--- src/rtl/lcu_adder_pipe.sv ---
// lcu_adder_pipe: pipelined carry-lookahead adder/subtractor.
// The WIDTH-bit word is cut into STAGES slices of SLICE bits. Slice k is added
// in stage k using 4-bit lookahead groups; the slice carry is registered and
// feeds stage k+1. Upper operand slices ride along in skew registers and the
// finished lower sum slices are carried forward to the output stage.
module lcu_adder_pipe #(
    parameter int WIDTH  = 32,
    parameter int STAGES = 2
) (
    input  logic             clk,
    input  logic             rst,
    input  logic             in_valid,
    output logic             in_ready,
    input  logic [WIDTH-1:0] a,
    input  logic [WIDTH-1:0] b,
    input  logic             cin,
    input  logic             sub,
    output logic             out_valid,
    input  logic             out_ready,
    output logic [WIDTH-1:0] sum,
    output logic             cout,
    output logic             ovf,
    output logic             zero,
    output logic             pg,
    output logic             gg
);
    // WIDTH must be a multiple of 4*STAGES so every slice holds whole groups.
    localparam int SLICE = WIDTH / STAGES;
    localparam int NGRP  = SLICE / 4;
    localparam int LAST  = STAGES - 1;

    typedef struct packed {
        logic [SLICE-1:0] s;   // slice sum
        logic             co;  // carry out of the slice
        logic             cm;  // carry into the slice MSB
        logic             p;   // slice propagate
        logic             g;   // slice generate (carry-in independent)
    } slice_res_t;

    // One slice: bit p/g, 4-bit group P/G, then a group-level carry chain.
    function automatic slice_res_t slice_add(input logic [SLICE-1:0] xa,
                                             input logic [SLICE-1:0] xb,
                                             input logic             ci);
        logic [SLICE-1:0] p;
        logic [SLICE-1:0] g;
        logic [SLICE:0]   c;
        logic [NGRP-1:0]  gp;
        logic [NGRP-1:0]  gq;
        logic [NGRP:0]    gc;
        slice_res_t       res;
        p = xa ^ xb;
        g = xa & xb;
        for (int j = 0; j < NGRP; j++) begin
            gp[j] = &p[4*j +: 4];
            gq[j] = g[4*j+3]
                  | (p[4*j+3] & g[4*j+2])
                  | (p[4*j+3] & p[4*j+2] & g[4*j+1])
                  | (p[4*j+3] & p[4*j+2] & p[4*j+1] & g[4*j]);
        end
        gc[0] = ci;
        for (int j = 0; j < NGRP; j++) begin
            gc[j+1] = gq[j] | (gp[j] & gc[j]);
        end
        for (int j = 0; j < NGRP; j++) begin
            c[4*j] = gc[j];
            for (int i = 0; i < 3; i++) begin
                c[4*j+i+1] = g[4*j+i] | (p[4*j+i] & c[4*j+i]);
            end
        end
        c[SLICE] = gc[NGRP];
        res.s  = p ^ c[SLICE-1:0];
        res.co = c[SLICE];
        res.cm = c[SLICE-1];
        res.p  = &gp;
        res.g  = gq[0];
        for (int j = 1; j < NGRP; j++) begin
            res.g = gq[j] | (gp[j] & res.g);
        end
        return res;
    endfunction

    logic             en;
    logic [WIDTH-1:0] b_eff;
    logic             c0;

    // Whole pipe advances together; a held output freezes every stage.
    assign en       = !out_valid || out_ready;
    assign in_ready = en;
    assign b_eff    = sub ? ~b : b;
    assign c0       = cin ^ sub;

    logic             vld_p  [STAGES];
    logic             cy_p   [STAGES];
    logic             cm_p   [STAGES];
    logic             pacc_p [STAGES];
    logic             gacc_p [STAGES];
    logic             zacc_p [STAGES];
    logic [SLICE-1:0] sum_p  [STAGES][STAGES];
    logic [SLICE-1:0] a_p    [STAGES][STAGES];
    logic [SLICE-1:0] b_p    [STAGES][STAGES];

    for (genvar k = 0; k < STAGES; k++) begin : g_stage
        localparam bit FIRST = (k == 0);
        localparam bit FINAL = (k == LAST);
        localparam int KP    = FIRST ? 0 : k - 1;

        logic [SLICE-1:0] xa;
        logic [SLICE-1:0] xb;
        logic             ci;
        logic             pin;
        logic             gin;
        logic             zin;
        slice_res_t       r;

        // ---- stage k: operands from the input port (k=0) or the skew of stage k-1
        assign xa  = FIRST ? a[k*SLICE +: SLICE] : a_p[KP][k];
        assign xb  = FIRST ? b_eff[k*SLICE +: SLICE] : b_p[KP][k];
        assign ci  = FIRST ? c0 : cy_p[KP];
        assign pin = FIRST ? 1'b1 : pacc_p[KP];
        assign gin = FIRST ? 1'b0 : gacc_p[KP];
        assign zin = FIRST ? 1'b1 : zacc_p[KP];
        assign r   = slice_add(xa, xb, ci);

        // Stage valid bit: shifts with the pipe, cleared by reset.
        always_ff @(posedge clk) begin
            if (rst) begin
                vld_p[k] <= 1'b0;
            end else if (en) begin
                vld_p[k] <= FIRST ? in_valid : vld_p[KP];
            end
        end

        // Stage data: slice result, chained carry, accumulated P/G/zero, skew.
        always_ff @(posedge clk) begin
            if (FINAL && rst) begin
                for (int j = 0; j < STAGES; j++) begin
                    sum_p[k][j] <= '0;
                end
                cy_p[k]   <= 1'b0;
                cm_p[k]   <= 1'b0;
                pacc_p[k] <= 1'b0;
                gacc_p[k] <= 1'b0;
                zacc_p[k] <= 1'b0;
            end else if (en) begin
                for (int j = 0; j < STAGES; j++) begin
                    if (j == k) begin
                        sum_p[k][j] <= r.s;
                    end else if (j < k) begin
                        sum_p[k][j] <= sum_p[KP][j];
                    end else begin
                        sum_p[k][j] <= '0;
                    end
                    a_p[k][j] <= FIRST ? a[j*SLICE +: SLICE] : a_p[KP][j];
                    b_p[k][j] <= FIRST ? b_eff[j*SLICE +: SLICE] : b_p[KP][j];
                end
                cy_p[k]   <= r.co;
                cm_p[k]   <= r.cm;
                pacc_p[k] <= pin & r.p;
                gacc_p[k] <= r.g | (r.p & gin);
                zacc_p[k] <= zin & (r.s == '0);
            end
        end
    end

    // ---- output: last stage registers drive the result ports directly
    always_comb begin
        sum = '0;
        for (int j = 0; j < STAGES; j++) begin
            sum[j*SLICE +: SLICE] = sum_p[LAST][j];
        end
    end

    assign out_valid = vld_p[LAST];
    assign cout      = cy_p[LAST];
    assign ovf       = cm_p[LAST] ^ cy_p[LAST];
    assign zero      = zacc_p[LAST];
    assign pg        = pacc_p[LAST];
    assign gg        = gacc_p[LAST];

endmodule

--- config.mk ---
export PLATFORM = sky130hd
export DESIGN_NAME = lcu_adder_pipe
export DESIGN_NICKNAME = d
export VERILOG_FILES = /design/src/rtl/lcu_adder_pipe.sv
export SDC_FILE = /design/constraint.sdc
export NUM_CORES = 1
export LEC_CHECK = 0
export CAP_MARGIN = 20
export CORE_MARGIN = 2
export CORE_UTILIZATION = 55
export DETAILED_ROUTE_END_ITERATION = 6
export PLACE_DENSITY_LB_ADDON = 0.2
export SLEW_MARGIN = 20
export SYNTH_ARGS = -nofsm -noshare
export SYNTH_HDL_FRONTEND = slang
export SYNTH_SLANG_ARGS = --single-unit
--- constraint.sdc ---
create_clock -name clk -period 8.89 [get_ports clk]
set_clock_uncertainty 0.15 [all_clocks]
set_input_delay 1.778 -clock clk [delete_from_list [all_inputs] [get_ports clk]]
set_output_delay 1.778 -clock clk [all_outputs]
set_load 0.01 [all_outputs]
; Word level (Yosys, flattened, before mapping)
; Memory sizes are Yosys's and may differ from the RTL's.
; Cells that the tools add are included.
[word_totals]
register_bits = 0
latch_bits = 0
ram_bits = 204
rom_bits = 0
output_inout_bits = 39
word_cells = 201
mem_count = 9
[op_classes]
addsub = 0
mul = 0
n_div = 0
n_lt_le_gt_ge = 0
eq_ne = 0
shifts = 0
muxes = 16
bitwise = 162
n_reduce_logical = 14
[mem_list]
columns = memory, words, word_bits, rd, rd_ports_with_merged_regs, write_ports, line
row1 = a_p, 2, 32, 1, 0, 2, 99  ; logic [SLICE-1:0] a_p [STAGES][STAGES];
row2 = b_p, 2, 32, 1, 0, 2, 100  ; logic [SLICE-1:0] b_p [STAGES][STAGES];
row3 = sum_p, 2, 32, 2, 0, 2, 98  ; logic [SLICE-1:0] sum_p [STAGES][STAGES];
row4 = cm_p, 2, 1, 1, 0, 2, 94  ; logic cm_p [STAGES];
row5 = cy_p, 2, 1, 2, 0, 2, 93  ; logic cy_p [STAGES];
row6 = gacc_p, 2, 1, 2, 0, 2, 96  ; logic gacc_p [STAGES];
row7 = 3 more memories, --, --, --, --, --, --
[ops]
columns = operator, n
row1 = 1-bit bitwise AND, 81
row2 = 1-bit bitwise OR, 72
row3 = 16-bit XOR, 4
row4 = 16-bit bitwise AND, 2
row5 = 16-bit logical NOT, 2
row6 = 16-bit 2-to-1 mux, 2
row7 = 32-bit 2-to-1 mux, 1
row8 = 32-bit inverter, 1
row9 = 16-bit AND reduction, 2
row10 = 4-bit AND reduction, 8
row11 = 1-bit 2-to-1 mux, 13
row12 = 1-bit XOR, 2
row13 = 1-bit logical NOT, 1
row14 = 1-bit logical OR, 1

; Depth between registers and ports, before layout
; Gate-level depths: netlist of the first run.
; An unclocked memory read counts as a cell.
[depth]
depth_word = 21
depth_mapped = 15
depth_no_buf = 13

; Worst setup path after synthesis of the first run
; No wires, ideal clock.
[synth_timing]
path_type = input port to flip-flop
startpoint = input sub
endpoint = memory zacc_p[0], data pin
arrival_time_ps = 5663
required_time_ps = 8570
slack_ps = 2908
stages = 15
n_path_buf = 2
path_cell_list = clkbuf_1 > buf_2 > xor2_1 > ha_1 > nand4_1 > nor3_1 > a211o_1 > a21oi_1 > fa_1 > fa_1 > fa_1 > inv_1 > or4_4 > or4_1 > nor4_2
[synth_rtl]
columns = element, line
row1 = from (decl), 17  ; input logic sub,
row2 = to (decl), 97  ; logic zacc_p [STAGES];

==> metrics.cfg, run 1 <==
[timing]
period_share=0.695
final-hold-violation-count=0
tightest_slew_ps=929
finalMaxSlewViolations=0
rsz0062_at_grt=false
finalSetupViolations=0
slew_headroom=0.381
fmax_mhz=162
tns_ps=0
min_period_ps=6180
worst_slack_ps=2710

[yosys]
synthMuxAreaShare=0
synth_seq_area_share=0.566
syn_area_per_cell_um2=13.6
synth_flop_cell=edfxtp_1
syn_inst=355
syn-num-nets=481
synthSimpleGateAreaFrac=0.0901
synth_edf_count=91
ys_seq_elements=91
ys.warnings.count=0
synth_top_family_by_area=adder cells
ys_types=30
synth_compound_area_frac=0.0438
syn_area_um2=4830
synthAdderAreaFrac=0.182
synthArstFlopShare=0
synth-xor-area-share=0.0761

[cts]
htreeDepth=3
cts-root-buf=clkbuf_8
cts-resized-gates=0
cts_setup_buffers=0
clk_pin_slew_ps=90
clkSinkCount=91
cts_tree=done
cts.path.max_buffers=2
cts_inserted_buffers=9
ctsHoldBuffers=0
worstSkewPairLatency_ps=360

[critical_path]
required_ps=8920
path_common_cell=fa_1
crit_fanout=33
criticalPathCategory=in -> reg
cp.arrival_ps=6210
path_cells=buf_2 -> xor2_1 -> ha_1 -> nand4_1 -> nor3_1 -> a211o_1 -> a21oi_1 -> fa_1 -> fa_1 -> fa_1 -> inv_1 -> or4_4 -> or4_1 -> nor4_2
slowest_delay_ps=700
startpoint_type=primary input
slowest_stage=buf_2
end_kind=flop

[pwr]
powerDensity_nw_per_um2=188
p_leak_nw=2.56
ir_worst_vdd_mv=0.108

[detailed_routing]
wl_per_cell_um=15.1
antenna_left=0
initialDrtViolationCount=144
drc_errors=0
vias=2970
drt_first_pass_iters=4
drt_wl_total_um=8760
vias_per_cell=5.11

[run_status]
status=complete, no violations

[global_routing]
grt_max_degree=57
grt-ovfl-total=0
grt_pass1_vias=3079
grtUsageTotal=0.196
antenna_found_initial=0
grt_pass1_wl_um=14500

[placed_design]
gp_congestion=0.873
pre_cts_ws_ps=2340
place_hpwl_um=7030
port-buffer-count=108

[min_path]
hold_path.class=reg -> reg

[die]
start_util=0.559
die_h_um=97.7
io_pins=109
rows=34
dieArea_um2=9550
die_w_um=97.7
core_um2=8640

[layout]
fillers=586
layout-drive-gt1-share=0.0529
nNetsFinal=594
diodes=0
synthToLayoutAreaGrowth_pct=28.4

[flow_run]
drv_cap=0

critical path: cells and delay by family:
family	cells	cell delay (ps)
fa+ha+maj	4	1770
simple gates	5	1410
buf+inv	2	760
compound gates	2	260
xor+xnor	1	230
Yosys cell counts (3+ instances only):
master,count,area share
a21o_1,4,0.0062
a21oi_1,14,0.015
a221oi_1,4,0.0073
and2_1,27,0.035
buf_2,3,0.0031
clkbuf_1,5,0.0039
edfxtp_1,91,0.57
fa_1,24,0.099
ha_1,32,0.083
inv_1,42,0.033
inv_2,3,0.0023
nand2_1,11,0.0085
nand4_1,8,0.010
nor2_1,15,0.012
nor3_1,5,0.0052
o21ai_0,3,0.0031
o21ai_1,5,0.0052
or4_1,4,0.0062
xnor2_1,3,0.0054
xor2_1,39,0.071
cells in the final DEF, fill, tap and decap left out, types with 5 or more instances in the layout:
master           instances
and2_1                  27
xor2_1                  39
inv_1                   42
edfxtp_1                91
a21oi_1                 14
clkdlybuf4s50_1        107
nand2_1                 11
nand4_1                  8
ha_1                    32
nor3_1                   5
o21ai_1                  5
nor2_1                  15
clkbuf_8                 9
fa_1                    24
area by class of cell:
cell class / instances / area (um2) / share of cell area
Inverter: 45 / 169 / 0.0272
Tap cell: 108 / 135 / 0.0218
Clock buffer: 10 / 128 / 0.0206
Timing Repair Buffer: 110 / 1090 / 0.176
Multi-Input combinational cell: 211 / 1900 / 0.306
Clock inverter: 6 / 48.8 / 0.00787
Sequential cell: 91 / 2730 / 0.441
power by group:
group          total, mW  internal [mW]  switching (mW)
clock              0.249          0.104           0.145
sequential         0.589          0.564          0.0249
combinational      0.330          0.169           0.160
total               1.17          0.837           0.330
stage by stage:
step                 util  hold WS, ps  power (mW)  cells  instance area (um2)
finish              0.718          371        1.17    581                 6200
global placement    0.698          352       0.911    565                 6030
detailed placement  0.698          357       0.930    565                 6030
floorplan               -          347       0.766    355                 4830
CTS                 0.718          376        1.17    581                 6200
global route        0.718          378        1.23    581                 6200
metal layers:
metal / up-vias / wire length (um) / global-route usage
li1: 1457 / - / -
met4: 0 / 199 / 0.0865
met2: 114 / 4230 / 0.312
met5: - / 0 / 0
met1: 1381 / 3830 / 0.260
met3: 18 / 501 / 0.0468
path summary, 6_finish.rpt:
check,start,end,slack (ps),cells after the start
setup reg to reg,b_p[0][1],zacc_p[1],5130,11
setup / recovery,sub,zacc_p[0],2710,14
hold reg to reg,sum_p[0][22],sum_p[1][22],370,1
hold / removal,sum_p[0][22],sum_p[1][22],370,1
cell families after synthesis:
family / count (synthesis)
buf+inv: 53
simple gates: 78
fa+ha+maj: 56
xor+xnor: 42
flops: 91
compound gates: 35
sequential cells by signal, summed over array words and instances (netlist names):
signal / cells
cy_p: 2
cm_p: 1
vld_p: 2
zacc_p: 2
pacc_p: 2
b_p: 16
gacc_p: 2
a_p: 16
sum_p: 48
No activity file was read; power rests on OpenSTA's default activity.
==> run 2, diff against run 1 <==
- CORE_UTILIZATION: 55 -> 46
- clock period: 8.89 -> 5.3 ns (I/O delays scaled with it)
==> run 2 against run 1 <==
Effect of this change:
- cell count is 6.7% higher
- critical path depth stayed put
- die area is 19% higher
- first-iteration DRC count is 9.7% lower
- core utilization is 10 points lower
- sequential cell count stayed put
- wire length is 2.3% higher
==> metrics.cfg, run 2 (synthesis gave the netlist of run 1 again) <==
[critical_path]
cp.arrival_ps=5060
slowest_delay_ps=520
r2r_setup_slack_ps=1440
worstReg2RegEnd=zacc_p[1]
reg2reg_from=b_p[0][1]
criticalPathCategory=in -> reg
path_cells=clkdlybuf4s50_1 -> xor2_1 -> ha_1 -> nand2_1 -> o21ai_1 -> a211o_1 -> a21oi_1 -> fa_1 -> fa_1 -> fa_1 -> inv_1 -> or4_4 -> or4_1 -> nor4_2
end_kind=flop
crit_fanout=4
path_common_cell=fa_1
ff2ff_path_depth=11
slowest_stage=fa_1
required_ps=5320
startpoint_type=primary input

[global_routing]
grt-ovfl-total=0
antenna_found_initial=0
grt_pass1_vias=3075
grt_max_degree=56
grt_pass1_wl_um=14800
grtUsageTotal=0.173

[placed_design]
gp_congestion=0.869
place_hpwl_um=7040
port-buffer-count=108
placed_cell_area_um2=6150
pre_cts_ws_ps=-83.2

[cts]
clk_pin_slew_ps=70
cts_setup_buffers=0
cts_tree=done
clkSinkCount=91
cts-resized-gates=0
cts_inserted_buffers=9
htreeDepth=3
cts.path.max_buffers=2
cts-root-buf=clkbuf_8
worstSkewPairLatency_ps=350
ctsHoldBuffers=0

[timing]
finalSetupViolations=0
final-hold-violation-count=0
period_share=0.951
tightest_slew_ps=880
min_period_ps=5040
rsz0062_at_grt=false
fmax_mhz=198
slew_headroom=0.413
worst_slack_ps=258
finalMaxSlewViolations=0

[die]
start_util=0.470
die_h_um=106
io_pins=109
dieArea_um2=11300
rows=37
die_w_um=106
core_um2=10300

[layout]
largest_reg_flops=48
synthToLayoutAreaGrowth_pct=30.9
final_cell_mix=107 x clkdlybuf4s50_1, 91 x edfxtp_1, 42 x inv_1
finalInstanceArea_um2=6320
multi_input_area_um2=1900
diodes=0
largest-register=sum_p
fillers=851
reg_top3=sum_p (48), a_p (16), b_p (16)
layout-drive-gt1-share=0.0682
register_area_um2=2730
nNetsFinal=606
final_common_cell=clkdlybuf4s50_1

[pwr]
p_leak_nw=2.63
powerDensity_nw_per_um2=312
power.total_mw=1.97
ir_worst_vdd_mv=0.122

[detailed_routing]
drc_errors=0
vias=2992
antenna_left=0
initialDrtViolationCount=130
drt_first_pass_iters=4
drt_wl_total_um=8960
vias_per_cell=4.83
wl_per_cell_um=14.5

[min_path]
holdPathStages=1
min_to=sum_p[1][28]
hold_path.class=reg -> reg
holdCritStartpoint=sum_p[0][28]

[flow_run]
drv_cap=0

[run_status]
status=complete, no violations

[run 2: changes by cell type in the layout (fill, tap and decap cells not counted), moves of 2 or more]
cell | previous run | this run
buf_4 | 2 | 14
clkinv_1 | 0 | 2
clkinvlp_4 | 3 | 0
inv_6 | 2 | 0
[run 2: where the power goes]
group / internal [mW] / switching, mW / total (mW)
Sequential: 0.945 / 0.0387 / 0.984
Combinational: 0.290 / 0.266 / 0.556
Clock: 0.212 / 0.219 / 0.430
[run 2: area by class of cell]
type	instances	area share
clock buffers	11	0.0208
inverters	45	0.0267
repair buffers	122	0.187
flip-flops and latches	91	0.432
multi-input cells	211	0.300
clock inverters	4	0.00673
well taps	136	0.0269
[run 2: worst max path at each step]
stage                     from        end
after detailed placement  b[3]  zacc_p[0]
final                     b[3]  zacc_p[0]
after global routing      b[3]  zacc_p[0]
after CTS                 b[3]  zacc_p[0]
after global placement    b[3]  zacc_p[0]
after floorplan            sub  zacc_p[0]
[run 2: routing by layer]
layer  GRT usage  part of all wire  up-vias
li1            -                 -     1471
met1       0.223              0.44     1420
met2       0.279              0.48       84
met3      0.0399             0.051       17
met4      0.0770             0.025        0
met5           0                 0        -
[run 2: critical path: cells and delay by family]
| family | cells | cell delay, ps |
|---|---|---|
| XOR/XNOR | 1 | 140 |
| adder cells (fa/ha/maj) | 4 | 1700 |
| AO/OA/AOI/OAI | 3 | 500 |
| AND/OR/NAND/NOR | 4 | 1210 |
| buffers and inverters | 2 | 460 |
[run 2: per-stage QoR]
step / util / hold WS [ps] / TNS [ps] / cells
2_1_floorplan: - / 347 / 0 / 355
3_3_place_gp: 0.598 / 355 / -10.3 / 605
3_5_place_dp: 0.598 / 352 / -83.2 / 605
4_1_cts: 0.615 / 368 / 0 / 620
5_1_grt: 0.615 / 393 / 0 / 620
6_report: 0.615 / 368 / 0 / 620
